### src/rtl/hanoi_pkg.sv
// Shared types and helpers for the Tower-of-Hanoi move generator.
// The peg rotation helper is fixed at 2 bits because only three pegs are supported.
package hanoi_pkg;

   typedef enum logic [1:0] {IDLE, MOVE, DONE} state_t;

   function automatic int unsigned ring_w(input int unsigned m);
      return $clog2(m);
   endfunction

   // A single ring still needs a 1-bit index port.
   function automatic int unsigned ind_w(input int unsigned n);
      return (n > 1) ? $clog2(n) : 1;
   endfunction

   // dir_up rotates 0->1->2->0; otherwise the rotation is 0->2->1->0.
   function automatic logic [1:0] next_peg(input logic [1:0] peg, input logic dir_up);
      logic [1:0] r;
      if (dir_up) begin
         r = (peg == 2'd2) ? 2'd0 : peg + 2'd1;
      end else begin
         r = (peg == 2'd0) ? 2'd2 : peg - 2'd1;
      end
      return r;
   endfunction

endpackage

### src/rtl/hanoi_ctz.sv
// Trailing-zero count of the move index; selects the ring to move.
// An all-zero index yields 0.
module hanoi_ctz
   import hanoi_pkg::*;
#(
   parameter int unsigned N = 3
) (
   input  logic [N-1:0]           i_k,
   output logic [ind_w(N)-1:0]    o_ctz
);

   localparam int unsigned CW = ind_w(N);

   // Scan from the top so the lowest set bit wins.
   always_comb begin
      o_ctz = '0;
      for (int i = N - 1; i >= 0; i--) begin
         if (i_k[i]) o_ctz = CW'(i);
      end
   end

endmodule

### src/rtl/hanoi_solver.sv
// Emits the optimal Tower-of-Hanoi move sequence (peg 0 to peg 2) to the board and
// cross-checks a local mirror of ring locations against the board every cycle.
module hanoi_solver
   import hanoi_pkg::*;
#(
   parameter int unsigned N = 3,
   parameter int unsigned M = 3
) (
   input  logic                      i_clk,
   input  logic                      i_rst,
   input  logic                      i_start,
   input  logic                      i_move_ready,
   input  logic [N*ring_w(M)-1:0]    i_rings,
   output logic                      o_move_valid,
   output logic [ind_w(N)-1:0]       o_ind,
   output logic [ring_w(M)-1:0]      o_loc,
   output logic                      o_busy,
   output logic                      o_done,
   output logic [N-1:0]              o_move_cnt,
   output logic                      o_err
);

   localparam int unsigned W  = ring_w(M);
   localparam int unsigned IW = ind_w(N);
   localparam logic [N-1:0] KLast = '1;

   if (M != 3) begin : g_bad_m
      $error("hanoi_solver supports only M == 3");
   end

   state_t              r_state;
   state_t              w_state_next;
   logic [N-1:0]        r_k;
   logic [N-1:0]        r_move_cnt;
   logic [N-1:0][W-1:0] r_mirror;
   logic                r_err;
   logic [IW-1:0]       w_d;
   logic [W-1:0]        w_loc;
   logic                w_dir_up;
   logic                w_transfer;
   logic                w_accept;
   logic                w_last;

   hanoi_ctz #(
      .N(N)
   ) u_ctz (
      .i_k   (r_k),
      .o_ctz (w_d)
   );

   // Ring d rotates upward when N-d is even, i.e. when N and d share parity.
   assign w_dir_up   = (1'(N % 2) == w_d[0]);
   assign w_loc      = next_peg(r_mirror[w_d], w_dir_up);
   assign w_transfer = (r_state == MOVE) && i_move_ready;
   assign w_accept   = i_start && ((r_state == IDLE) || (r_state == DONE));
   assign w_last     = (r_k == KLast);

   always_ff @(posedge i_clk) begin
      if (i_rst) begin
         r_state <= IDLE;
      end else begin
         r_state <= w_state_next;
      end
   end

   always_comb begin
      w_state_next = r_state;
      unique case (r_state)
         IDLE, DONE: if (i_start) w_state_next = MOVE;
         MOVE:       if (w_transfer && w_last) w_state_next = DONE;
         default:    w_state_next = IDLE;
      endcase
   end

   always_comb begin
      o_move_valid = 1'b0;
      o_ind        = '0;
      o_loc        = '0;
      o_busy       = 1'b0;
      o_done       = 1'b0;
      unique case (r_state)
         MOVE: begin
            o_move_valid = 1'b1;
            o_ind        = w_d;
            o_loc        = w_loc;
            o_busy       = 1'b1;
         end
         DONE:    o_done = 1'b1;
         default: ;
      endcase
   end

   // k holds at its last value in DONE instead of wrapping.
   always_ff @(posedge i_clk) begin
      if (i_rst) begin
         r_mirror   <= '0;
         r_k        <= N'(1);
         r_move_cnt <= '0;
         r_err      <= 1'b0;
      end else if (w_accept) begin
         r_mirror   <= '0;
         r_k        <= N'(1);
         r_move_cnt <= '0;
         r_err      <= 1'b0;
      end else begin
         if (w_transfer) begin
            r_mirror[w_d] <= w_loc;
            r_move_cnt    <= r_move_cnt + N'(1);
            if (!w_last) r_k <= r_k + N'(1);
         end
         if ((r_state != IDLE) && (i_rings != r_mirror)) r_err <= 1'b1;
      end
   end

   assign o_move_cnt = r_move_cnt;
   assign o_err      = r_err;

endmodule

### config.mk
export PLATFORM = sky130hd
export DESIGN_NAME = hanoi_solver
export DESIGN_NICKNAME = d
export VERILOG_FILES = /design/src/rtl/hanoi_pkg.sv /design/src/rtl/hanoi_ctz.sv /design/src/rtl/hanoi_solver.sv
export SDC_FILE = /design/constraint.sdc
export NUM_CORES = 1
export LEC_CHECK = 0
export BUFFER_PORTS_ARGS = -buffer_cell sky130_fd_sc_hd__clkbuf_2
export CAP_MARGIN = 20
export CORE_UTILIZATION = 40
export DETAILED_ROUTE_END_ITERATION = 16
export PLACE_DENSITY = 0.68
export SLEW_MARGIN = 20
export SYNTH_ARGS = -nofsm -noshare
export SYNTH_HDL_FRONTEND = slang
export SYNTH_HIERARCHICAL = 1
export SYNTH_SLANG_ARGS = --single-unit
### constraint.sdc
create_clock -name i_clk -period 6.5 [get_ports i_clk]
set_clock_uncertainty 0.2 [all_clocks]
set_input_delay 0.325 -clock i_clk [delete_from_list [all_inputs] [get_ports i_clk]]
set_output_delay 0.325 -clock i_clk [all_outputs]
set_load 0.02 [all_outputs]
==> results of run 1 <==
[stage by stage]
| stage | area, sq um | total power [mW] | std cells | util |
|---|---|---|---|---|
| after floorplan | 917 | 0.117 | 105 | - |
| after global placement | 1010 | 0.123 | 146 | 0.491 |
| after detailed placement | 1010 | 0.124 | 146 | 0.491 |
| after CTS | 1040 | 0.178 | 150 | 0.504 |
| after global routing | 1040 | 0.186 | 150 | 0.504 |
| final | 1040 | 0.175 | 150 | 0.504 |
[power breakdown]
part / switching (mW) / total (mW) / leakage, nW / internal (mW)
Clock: 0.0306 / 0.0534 / 0.0177 / 0.0228
Combinational: 0.0149 / 0.0251 / 0.303 / 0.0102
Sequential: 0.00222 / 0.0962 / 0.122 / 0.0940
[logic make-up (layout without fill, tap and decap cells)]
family	Yosys count	count (layout)	share of synthesized area
AO/OA/AOI/OAI	28	28	0.195
XOR/XNOR	8	8	0.0764
adder cells (fa/ha/maj)	6	6	0.0819
buffers and inverters	10	28	0.0587
flip-flops	15	15	0.327
multiplexers	3	3	0.0327
AND/OR/NAND/NOR	35	35	0.228
[registers in the layout (all words and copies together), names as in the netlist]
register,flops
o_err,1
o_move_cnt,3
r_k,3
r_mirror,6
r_state,2
[worst max path at each step]
| stage | start | slack, ns | end | cells after the start |
|---|---|---|---|---|
| 2_1_floorplan | r_k[1]$_SDFFE_PP0P_ | 4.15 | o_loc[1] | 8 |
| 3_3_place_gp | r_k[1]$_SDFFE_PP0P_ | 3.68 | o_loc[1] | 9 |
| 3_5_place_dp | r_k[1]$_SDFFE_PP0P_ | 3.62 | o_loc[1] | 9 |
| 4_1_cts | r_k[1]$_SDFFE_PP0P_ | 3.29 | o_loc[1] | 9 |
| 5_1_grt | r_k[2]$_SDFFE_PP0P_ | 2.97 | o_loc[1] | 9 |
| 6_report | r_k[1]$_SDFFE_PP0P_ | 3.29 | o_loc[1] | 9 |
[final cells by class]
cell class | count | area [sq um]
Multi-Input combinational cell | 80 | 563
Timing Repair Buffer | 20 | 100
Inverter | 4 | 15.0
Fill cell | 201 | 1020
Clock buffer | 3 | 22.5
Clock inverter | 1 | 5.00
Sequential cell | 15 | 300
Tap cell | 27 | 33.8
[layer usage]
metal,wire length (um),global-route usage,vias up
met3,81,0.0494,0
met4,0,0.0476,0
li1,-,-,405
met1,851,0.186,355
met5,0,0,-
met2,828,0.268,21
[cell usage in the layout, fill, tap and decap left out, types with 2 or more instances in the layout]
cell       n
a21oi_1   11
clkbuf_2  20
clkbuf_4   3
dfxtp_1   15
ha_1       6
inv_1      4
mux2i_1    3
nand2_1    8
nand2b_1   3
nand4b_1   2
nor2_1     6
nor2b_1    2
o21a_1     2
o21ai_0    5
o31ai_1    3
xnor2_1    2
xor2_1     6
==> key figures, run 1 <==
Routing
  • Drt total wl: 1.76 mm
  • TritonRoute pass-1 iters: 4
  • Antenna viol nets, final: 0
  • Avg WL per Cell: 11.7 um
  • # DRC: 0
  • 1st-iter DRT viols: 9
  • Total number of vias: 781
  • Routed vias/inst: 5.21

Synthesis
  • Asr flop ratio synth: 0
  • Post-synth top area share: 0.327
  • Syn nets: 121
  • Top cells by area, synth: dfxtp_1 (33%), ha_1 (8.2%), a21oi_1 (6.0%)
  • Post-synth EDFFs: 0
  • Seq/Total Area, Yosys: 0.327
  • Synth area leader: dfxtp_1
  • Syn Area/Cell: 8.73 sq um
  • Cells after synthesis: 105
  • Synth top cells by count: dfxtp_1 (15), a21oi_1 (11), nand2_1 (8)
  • Top_reg_cell synth: dfxtp_1
  • Register bit total from synthesis: 15
  • Syn Std Cell Area: 917 sq um
  • Yosys cell types: 40
  • Top-count cell post-synth: dfxtp_1
  • Synth Warn #: 6

STA
  • RSZ-0062 raised after global routing: false
  • Fin crit period: 3.21 ns
  • Fin crit share: 0.494
  • Worst-Margin Slew: 0.891 ns
  • Max-slew violations: 0
  • WHS: 0.0551 ns
  • Final setup vio count: 0
  • Final hold vios: 0
  • Setup_tns: 0 ns
  • Final setup margin: 3.29 ns
  • Fmax: 0.312 GHz
  • Max_slew headroom: 0.405

Critical path
  • R2R Setup Slk: 3.66 ns
  • Crit Path Class: flop to primary output
  • Worst setup SP type: flop
  • Slowest CP cell: nor2b_1
  • WP data arrival: 2.68 ns
  • Reg2Reg Depth: 7
  • Buffers & Inverters on Critical Path: 1
  • Worst r2r dst: r_mirror[1]$_SDFFE_PP0P_
  • Slowest stage delay, CP: 0.73 ns
  • Largest fanout on the critical path: 13
  • CP cell instances: nor2b_1 -> nor2b_1 -> nand2_1 -> o21a_1 -> ha_1 -> nor2_1 -> a21oi_1 -> nor2_1 -> clkbuf_2
  • CP Capture Type: primary output
  • Largest delay share family, worst path: simple AND/OR/NAND/NOR gates
  • Worst Path Required: 5.97 ns
  • R2R Path Start: r_k[1]$_SDFFE_PP0P_

Final layout
  • ANT cells: 0
  • Layout cells sized above 1: 0.236
  • Synth-to-layout area growth: 13.4%
  • Final nets: 140

Hold path
  • Hold Startpoint: i_rst
  • Worst hold-check path type: input pin to flop
  • Worst Hold Depth: 2
  • Hold EP: r_state[0]$_SDFFE_PP0P_

Placement
  • IO buf count: 20
  • RD Place Congestion: 0.885
  • DP HPWL: 1.36 mm
  • Post-Place Worst Slack: 3.62 ns

GRT
  • Pin count of the biggest net entering global routing: 15
  • Grt total ovfl: 0
  • First-pass GRT wire length: 2.95 mm
  • Initial antenna violation count: 0
  • Vias in the first global route: 697
  • Total track usage: 0.157

CTS
  • Root Driver: clkbuf_4
  • Post-CTS resize count: 0
  • Total setup buffers inserted after CTS: 0
  • H-tree levels: 1
  • CTS sink count: 15
  • Longest Clk Path Bufs: 2
  • TritonCTS clock tree: yes
  • CTS Hold Bufs: 0
  • Clock Latency Late Sink: 0.28 ns
  • CTS Buf Count: 3
  • Reg clk slew, reported paths: 0.10 ns

Die
  • Die Height: 49.9 um
  • DIE WIDTH: 49.9 um
  • Full die area: 2490 sq um
  • Row count: 16
  • Starting Density: 0.445
  • Io pins: 21
  • Core area: 2060 sq um

Power and ir drop
  • Lkg Pwr: 0.442 nW
  • Peak VDD IR: 0.000100 V
  • Power Density: 168 nW/um^2

Flow run
  • Max-cap violations: 0

Status
  • Outcome: complete, no violations
(Power assumes the default switching activity.)
==> run 2: changes to the inputs <==
--- a/config.mk
+++ b/config.mk
@@ -5,6 +5,7 @@
 export SDC_FILE = /design/constraint.sdc
 export NUM_CORES = 1
 export LEC_CHECK = 0
+export ABC_AREA = 1
 export BUFFER_PORTS_ARGS = -buffer_cell sky130_fd_sc_hd__clkbuf_2
 export CAP_MARGIN = 20
 export CORE_UTILIZATION = 40
==> constraint.sdc (replaced) <==
create_clock -name i_clk -period 3 [get_ports i_clk]
set_clock_uncertainty 0.2 [all_clocks]
set_input_delay 0.15 -clock i_clk [delete_from_list [all_inputs] [get_ports i_clk]]
set_output_delay 0.15 -clock i_clk [all_outputs]
set_load 0.02 [all_outputs]
==> key figures, run 2 <==
Final layout
  • Register area: 300 sq um (unchanged)
  • Max reg flops: 6 (unchanged)
  • Most frequent cells in the layout: nand2_1 (32), inv_1 (24), nor2_1 (20), clkbuf_2 (20), dfxtp_1 (15)
  • Number of fill cells in the layout: 242 (+20%)
  • ANT cells: 0 (unchanged)
  • Layout cells sized above 1: 0.237 (+0.000914)
  • Final nets: 186 (+33%)
  • Biggest register: r_mirror
  • Synth-to-layout area growth: 20.8%
  • Most common cell after layout, fill and taps aside: nand2_1
  • Area of the multi-input gates: 533 sq um (-5.3%)
  • Non-Filler Instances: 197 (+31%)

Die
  • DIE WIDTH: 50.6 um (+1.4%)
  • Row count: 17 (+1)
  • Die Height: 50.6 um (+1.4%)
  • Core area: 2210 sq um (+7.3%)
  • Full die area: 2560 sq um (+2.7%)
  • Starting Density: 0.426 (-0.0183)
  • Io pins: 21 (unchanged)

Synthesis
  • Post-synth top area share: 0.318 (-0.00912)
  • Synth Area in Compound Gates: 0.162 (-0.0333)
  • Mux cell area share after synthesis: 0 (-0.0327)
  • Adder-Cell Fraction of Synth Area: 0.0796 (-0.00228)
  • Cells after synthesis: 143 (+36%)
  • Yosys cell types: 21 (-48%)
  • Synth top cells by count: nand2_1 (32), inv_1 (24), nor2_1 (21), dfxtp_1 (15), a21oi_1 (12)
  • Synth area leader: dfxtp_1
  • Synth Area in Simple Gates: 0.316 (+0.0878)
  • Top-count cell post-synth: nand2_1
  • Post-synth EDFFs: 0 (unchanged)
  • Synth Warn #: 6 (unchanged)
  • Register bit total from synthesis: 15 (unchanged)
  • Seq/Total Area, Yosys: 0.318 (-0.00912)
  • Asr flop ratio synth: 0 (unchanged)
  • Top cells by area, synth: dfxtp_1 (32%), nand2_1 (13%), inv_1 (9.5%)
  • Syn nets: 159 (+31%)
  • Top_reg_cell synth: dfxtp_1
  • Syn Area/Cell: 6.60 sq um (-24%)
  • Syn Std Cell Area: 943 sq um (+2.9%)
  • Combinational family with the most area after synthesis: simple AND/OR/NAND/NOR gates
  • Post-Synth XOR/XNOR Area: 0 (-0.0764)

Critical path
  • CP cell instances: inv_2 -> nor2_2 -> inv_2 -> nand2_1 -> nor2_1 -> nor3_1 -> ha_1 -> nand2_1 -> o21a_1 -> inv_1 -> nor2_1 -> clkbuf_2
  • Worst Path Required: 2.65 ns (-3.32 ns)
  • CP Capture Type: primary output
  • Slowest stage delay, CP: 0.37 ns (-0.36 ns)
  • WP data arrival: 2.32 ns (-0.36 ns)
  • Worst setup SP type: flop
  • Crit Path Class: flop to primary output
  • Slowest CP cell: dfxtp_1
  • Largest fanout on the critical path: 6 (-7)

GRT
  • Initial antenna violation count: 0 (unchanged)
  • Vias in the first global route: 796 (+14%)
  • Pin count of the biggest net entering global routing: 13 (-2)
  • First-pass GRT wire length: 3.17 mm (+7.5%)
  • Total track usage: 0.162 (+0.00501)
  • Grt total ovfl: 0 (unchanged)

Routing
  • Total number of vias: 908 (+16%)
  • Drt total wl: 1.87 mm (+6.4%)
  • Antenna viol nets, final: 0 (unchanged)
  • 1st-iter DRT viols: 10 (+1)
  • # DRC: 0 (unchanged)
  • TritonRoute pass-1 iters: 4 (unchanged)
  • Avg WL per Cell: 9.51 um (-19%)
  • Routed vias/inst: 4.61 (-11%)

STA
  • Worst-Margin Slew: 0.375 ns (-0.516 ns)
  • Final setup margin: 0.330 ns (-2.96 ns)
  • Max_slew headroom: 0.748 (+0.343)
  • Setup_tns: 0 ns (unchanged)
  • Fin crit period: 2.67 ns
  • Max-slew violations: 0 (unchanged)
  • Final setup vio count: 0 (unchanged)
  • Fmax: 0.375 GHz
  • RSZ-0062 raised after global routing: false
  • Fin crit share: 0.890
  • Final hold vios: 0 (unchanged)

Power and ir drop
  • Lkg Pwr: 0.560 nW (+27%)
  • Tot Pwr: 400 uW (+130%)
  • Power Density: 351 nW/um^2 (+110%)
  • Peak VDD IR: 0.000213 V (+110%)

Hold path
  • Worst hold-check path type: input pin to flop

Placement
  • # placed instances: 189 (+29%)
  • RD Place Congestion: 0.849 (-4.1%)
  • DP HPWL: 1.52 mm (+12%)
  • IO buf count: 20 (unchanged)
  • Post-Place Worst Slack: 0.536 ns (-3.09 ns)

Status
  • Outcome: complete, no violations

CTS
  • Longest Clk Path Bufs: 2 (unchanged)
  • Clock Latency Late Sink: 0.28 ns (about the same)
  • CTS Buf Count: 3 (unchanged)
  • H-tree levels: 1 (unchanged)
  • CTS sink count: 15 (unchanged)
  • Total setup buffers inserted after CTS: 0 (unchanged)
  • Root Driver: clkbuf_4
  • Reg clk slew, reported paths: 0.09 ns (about the same)
  • TritonCTS clock tree: yes

Flow run
  • Max-cap violations: 0 (unchanged)
-- run 2: cell type report --
class	count	share of cell area
Clock buffer	4	0.0231
Inverter	28	0.0922
Multi-Input combinational cell	98	0.468
Sequential cell	15	0.263
Tap cell	28	0.0307
Timing Repair Buffer	24	0.123
-- run 2: kinds of logic after synthesis --
logic type | Yosys count
and+or+nand+nor | 65
buffers and inverters | 30
AOI/OAI and AO/OA | 27
DFF | 15
adders and majority gates | 6
-- run 2: metrics by stage --
step                utilization  cell area [sq um]  hold WS (ns)
finish                    0.515               1140         0.149
CTS                       0.512               1130         0.156
global placement          0.482               1070         0.180
detailed placement        0.482               1070         0.187
floorplan                     -                943        0.0191
global route              0.515               1140         0.192
-- run 2: path summary, 6_finish.rpt --
check                                    startpoint                        to  slack (ns)  depth (start not counted)
worst max-delay path            r_k[1]$_SDFFE_PP0P_                  o_loc[1]        0.33                         12
worst min-delay path                     i_rings[0]        o_err$_SDFFE_PP0P_        0.15                          7
worst max register to register  r_k[1]$_SDFFE_PP0P_  r_mirror[3]$_SDFFE_PP0P_        0.76                         11
worst min register to register   o_err$_SDFFE_PP0P_        o_err$_SDFFE_PP0P_        0.26                          2
-- run 2: worst max-delay path: cells and delay by family, from the launching register on --
family	cells	cell delay (ns)
AND/OR/NAND/NOR	6	0.81
buffers and inverters	4	0.38
flip-flops	1	0.37
adder cells (fa/ha/maj)	1	0.30
AO/OA/AOI/OAI	1	0.17
-- run 2: per-layer routing --
layer | wire length [um] | GRT usage | vias to the layer above
li1 | - | - | 489
met1 | 898 | 0.201 | 396
met2 | 894 | 0.273 | 21
met3 | 67 | 0.0273 | 2
met4 | 13 | 0.0694 | 0
met5 | 0 | 0 | -
-- run 2: where the power goes --
group,switching (mW),leakage [nW],total (mW),internal [mW]
clock,0.0629,0.0150,0.114,0.0515
combinational,0.0476,0.423,0.0760,0.0284
sequential,0.00485,0.122,0.210,0.205
total,0.115,0.560,0.400,0.285
-- run 2: repair_timing --
item	4_1_cts	5_1_grt
setup endpoints to repair	0	1
hold endpoints to repair	3	0
resized for setup	0	2
hold buffers	4	0
==> run 3: changes to the inputs <==
--- a/config.mk
+++ b/config.mk
@@ -8,9 +8,10 @@
 export ABC_AREA = 1
 export BUFFER_PORTS_ARGS = -buffer_cell sky130_fd_sc_hd__clkbuf_2
 export CAP_MARGIN = 20
-export CORE_UTILIZATION = 40
+export CORE_UTILIZATION = 52
 export DETAILED_ROUTE_END_ITERATION = 16
-export PLACE_DENSITY = 0.68
+export PLACE_DENSITY = 0.83
+export SKIP_CTS_REPAIR_TIMING = 1
 export SLEW_MARGIN = 20
 export SYNTH_ARGS = -nofsm -noshare
 export SYNTH_HDL_FRONTEND = slang
==> key figures, run 3 (synthesized netlist as in run 2, its figures left out) <==
Final layout
  • Biggest register: r_mirror
  • Area of the multi-input gates: 528 sq um (-0.94%)
  • Most frequent cells in the layout: nand2_1 (32), inv_1 (24), nor2_1 (20), clkbuf_2 (20), dfxtp_1 (15)
  • Synth-to-layout area growth: 18.8%
  • Cell area after layout: 1120 sq um (-1.6%)
  • Final nets: 185 (-0.54%)
  • ANT cells: 0 (unchanged)
  • Layout cells sized above 1: 0.232 (-0.00454)
  • Number of fill cells in the layout: 150 (-38%)
  • Max reg flops: 6 (unchanged)
  • Register area: 300 sq um (unchanged)
  • Most common cell after layout, fill and taps aside: nand2_1

STA
  • Setup_tns: 0 ns (unchanged)
  • Max_slew headroom: 0.750 (+0.00211)
  • Fin crit share: 0.910 (+0.0206)
  • Final hold vios: 0 (unchanged)
  • Final setup vio count: 0 (unchanged)
  • Fmax: 0.366 GHz (-2.3%)
  • RSZ-0062 raised after global routing: false
  • Fin crit period: 2.73 ns (+0.0617 ns)
  • Max-slew violations: 0 (unchanged)
  • Worst-Margin Slew: 0.372 ns (-0.00314 ns)

CTS
  • Clock Latency Late Sink: 0.28 ns (about the same)
  • Root Driver: clkbuf_4
  • CTS sink count: 15 (unchanged)
  • Reg clk slew, reported paths: 0.08 ns (about the same)
  • TritonCTS clock tree: yes
  • H-tree levels: 1 (unchanged)
  • Longest Clk Path Bufs: 2 (unchanged)
  • CTS Buf Count: 3 (unchanged)

Critical path
  • WP data arrival: 2.38 ns (+0.06 ns)
  • CP Capture Type: primary output
  • Worst setup SP type: flop
  • Largest fanout on the critical path: 6 (unchanged)
  • Crit Path Class: flop to primary output
  • R2R Path Start: r_k[1]$_SDFFE_PP0P_
  • Worst Path Required: 2.65 ns (about the same)
  • Origin of the worst setup path: r_k[1]$_SDFFE_PP0P_

Power and ir drop
  • P_int: 285 uW (about the same)
  • Peak VDD IR: 0.000257 V (+21%)
  • Sw Share: 0.291 (+0.00252)
  • Clock share of power: 0.284 (-0.002)
  • Lkg Pwr: 0.552 nW (-1.5%)
  • P_sw: 117 uW (+1.3%)
  • Power Density: 359 nW/um^2 (+2.1%)
  • Combinational share of power: 0.194 (+0.004)
  • Flop pwr share: 0.522 (-0.002)

GRT
  • Pin count of the biggest net entering global routing: 13 (unchanged)
  • First-pass GRT wire length: 2.99 mm (-5.7%)
  • Grt total ovfl: 0 (unchanged)
  • Initial antenna violation count: 0 (unchanged)
  • Total track usage: 0.212 (+0.0498)
  • Vias in the first global route: 784 (-1.5%)

Routing
  • # DRC: 0 (unchanged)
  • Total number of vias: 929 (+2.3%)
  • 1st-iter DRT viols: 42 (+32)
  • TritonRoute pass-1 iters: 4 (unchanged)
  • Top sig layer: met4
  • Met3 WL: 63 um (-6.0%)
  • Post-Route M1 WL: 885 um (-1.4%)
  • Antenna viol nets, final: 0 (unchanged)
  • Drt total wl: 1.97 mm (+5.0%)
  • Avg WL per Cell: 10.2 um (+7.2%)
  • Routed vias/inst: 4.81 (+4.4%)
  • Met2 wire length: 937 um (+4.8%)

Die
  • Full die area: 1990 sq um (-22%)
  • DIE WIDTH: 44.6 um (-12%)
  • Core area: 1710 sq um (-23%)
  • Row count: 15 (-2)
  • Die Height: 44.6 um (-12%)
  • Starting Density: 0.552 (+0.126)
  • Io pins: 21 (unchanged)

Placement
  • DP HPWL: 1.58 mm (+3.8%)
  • IO buf count: 20 (unchanged)
  • RD Place Congestion: 0.883 (+4.1%)
  • Placed cell area: 1060 sq um (-0.35%)

Hold path
  • Worst hold-check path type: input pin to flop
  • Hold Startpoint: i_rings[2]

Flow run
  • Max-cap violations: 0 (unchanged)

Status
  • Outcome: complete, no violations
## run 3: per-layer routing
layer  global-route usage  vias to the layer above
met4                0.145                        0
met3               0.0408                        8
met1                0.231                      409
li1                     -                      489
met2                0.368                       23
met5                    0                        -
## run 3: through the flow
stage	power [mW]	hold WS (ns)	setup WS (ns)	util	instances
floorplan	0.266	0.0191	0.694	-	143
global placement	0.285	0.176	0.655	0.622	186
detailed placement	0.289	0.186	0.525	0.622	186
CTS	0.403	-0.121	0.198	0.637	190
global route	0.428	0.208	0.0684	0.656	193
finish	0.402	0.158	0.269	0.656	193
## run 3: path summary, 6_finish.rpt
path,endpoint,slack [ns],depth (start not counted)
worst max-delay path,o_loc[1],0.27,12
worst min-delay path,o_err$_SDFFE_PP0P_,0.16,7
worst max register to register,r_mirror[3]$_SDFFE_PP0P_,0.67,11
worst min register to register,o_err$_SDFFE_PP0P_,0.27,2
## run 3: power by group through the flow
stage / Sequential (mW) / Combinational, mW / Clock, mW
after floorplan: 0.216 / 0.0502 / 0
after global placement: 0.214 / 0.0709 / 0
after detailed placement: 0.214 / 0.0744 / 0
after CTS: 0.210 / 0.0746 / 0.119
after global routing: 0.210 / 0.0881 / 0.129
final: 0.210 / 0.0781 / 0.114
## run 3: worst max-delay path, cell delays in order, from the launching register on
cell	delay, ns
dfxtp_1	0.37
inv_2	0.06
nor2_2	0.20
inv_2	0.11
nand2_1	0.10
nor2_1	0.05
nor3_1	0.35
ha_1	0.30
nand2_1	0.06
o21a_1	0.17
inv_1	0.05
nor2_1	0.09
clkbuf_2	0.18
## run 3: area by class of cell
class | instances | area share
Multi-Input combinational cell | 98 | 0.471
Sequential cell | 15 | 0.268
Timing Repair Buffer | 23 | 0.116
Inverter | 28 | 0.0937
Tap cell | 25 | 0.0279
Clock buffer | 4 | 0.0234
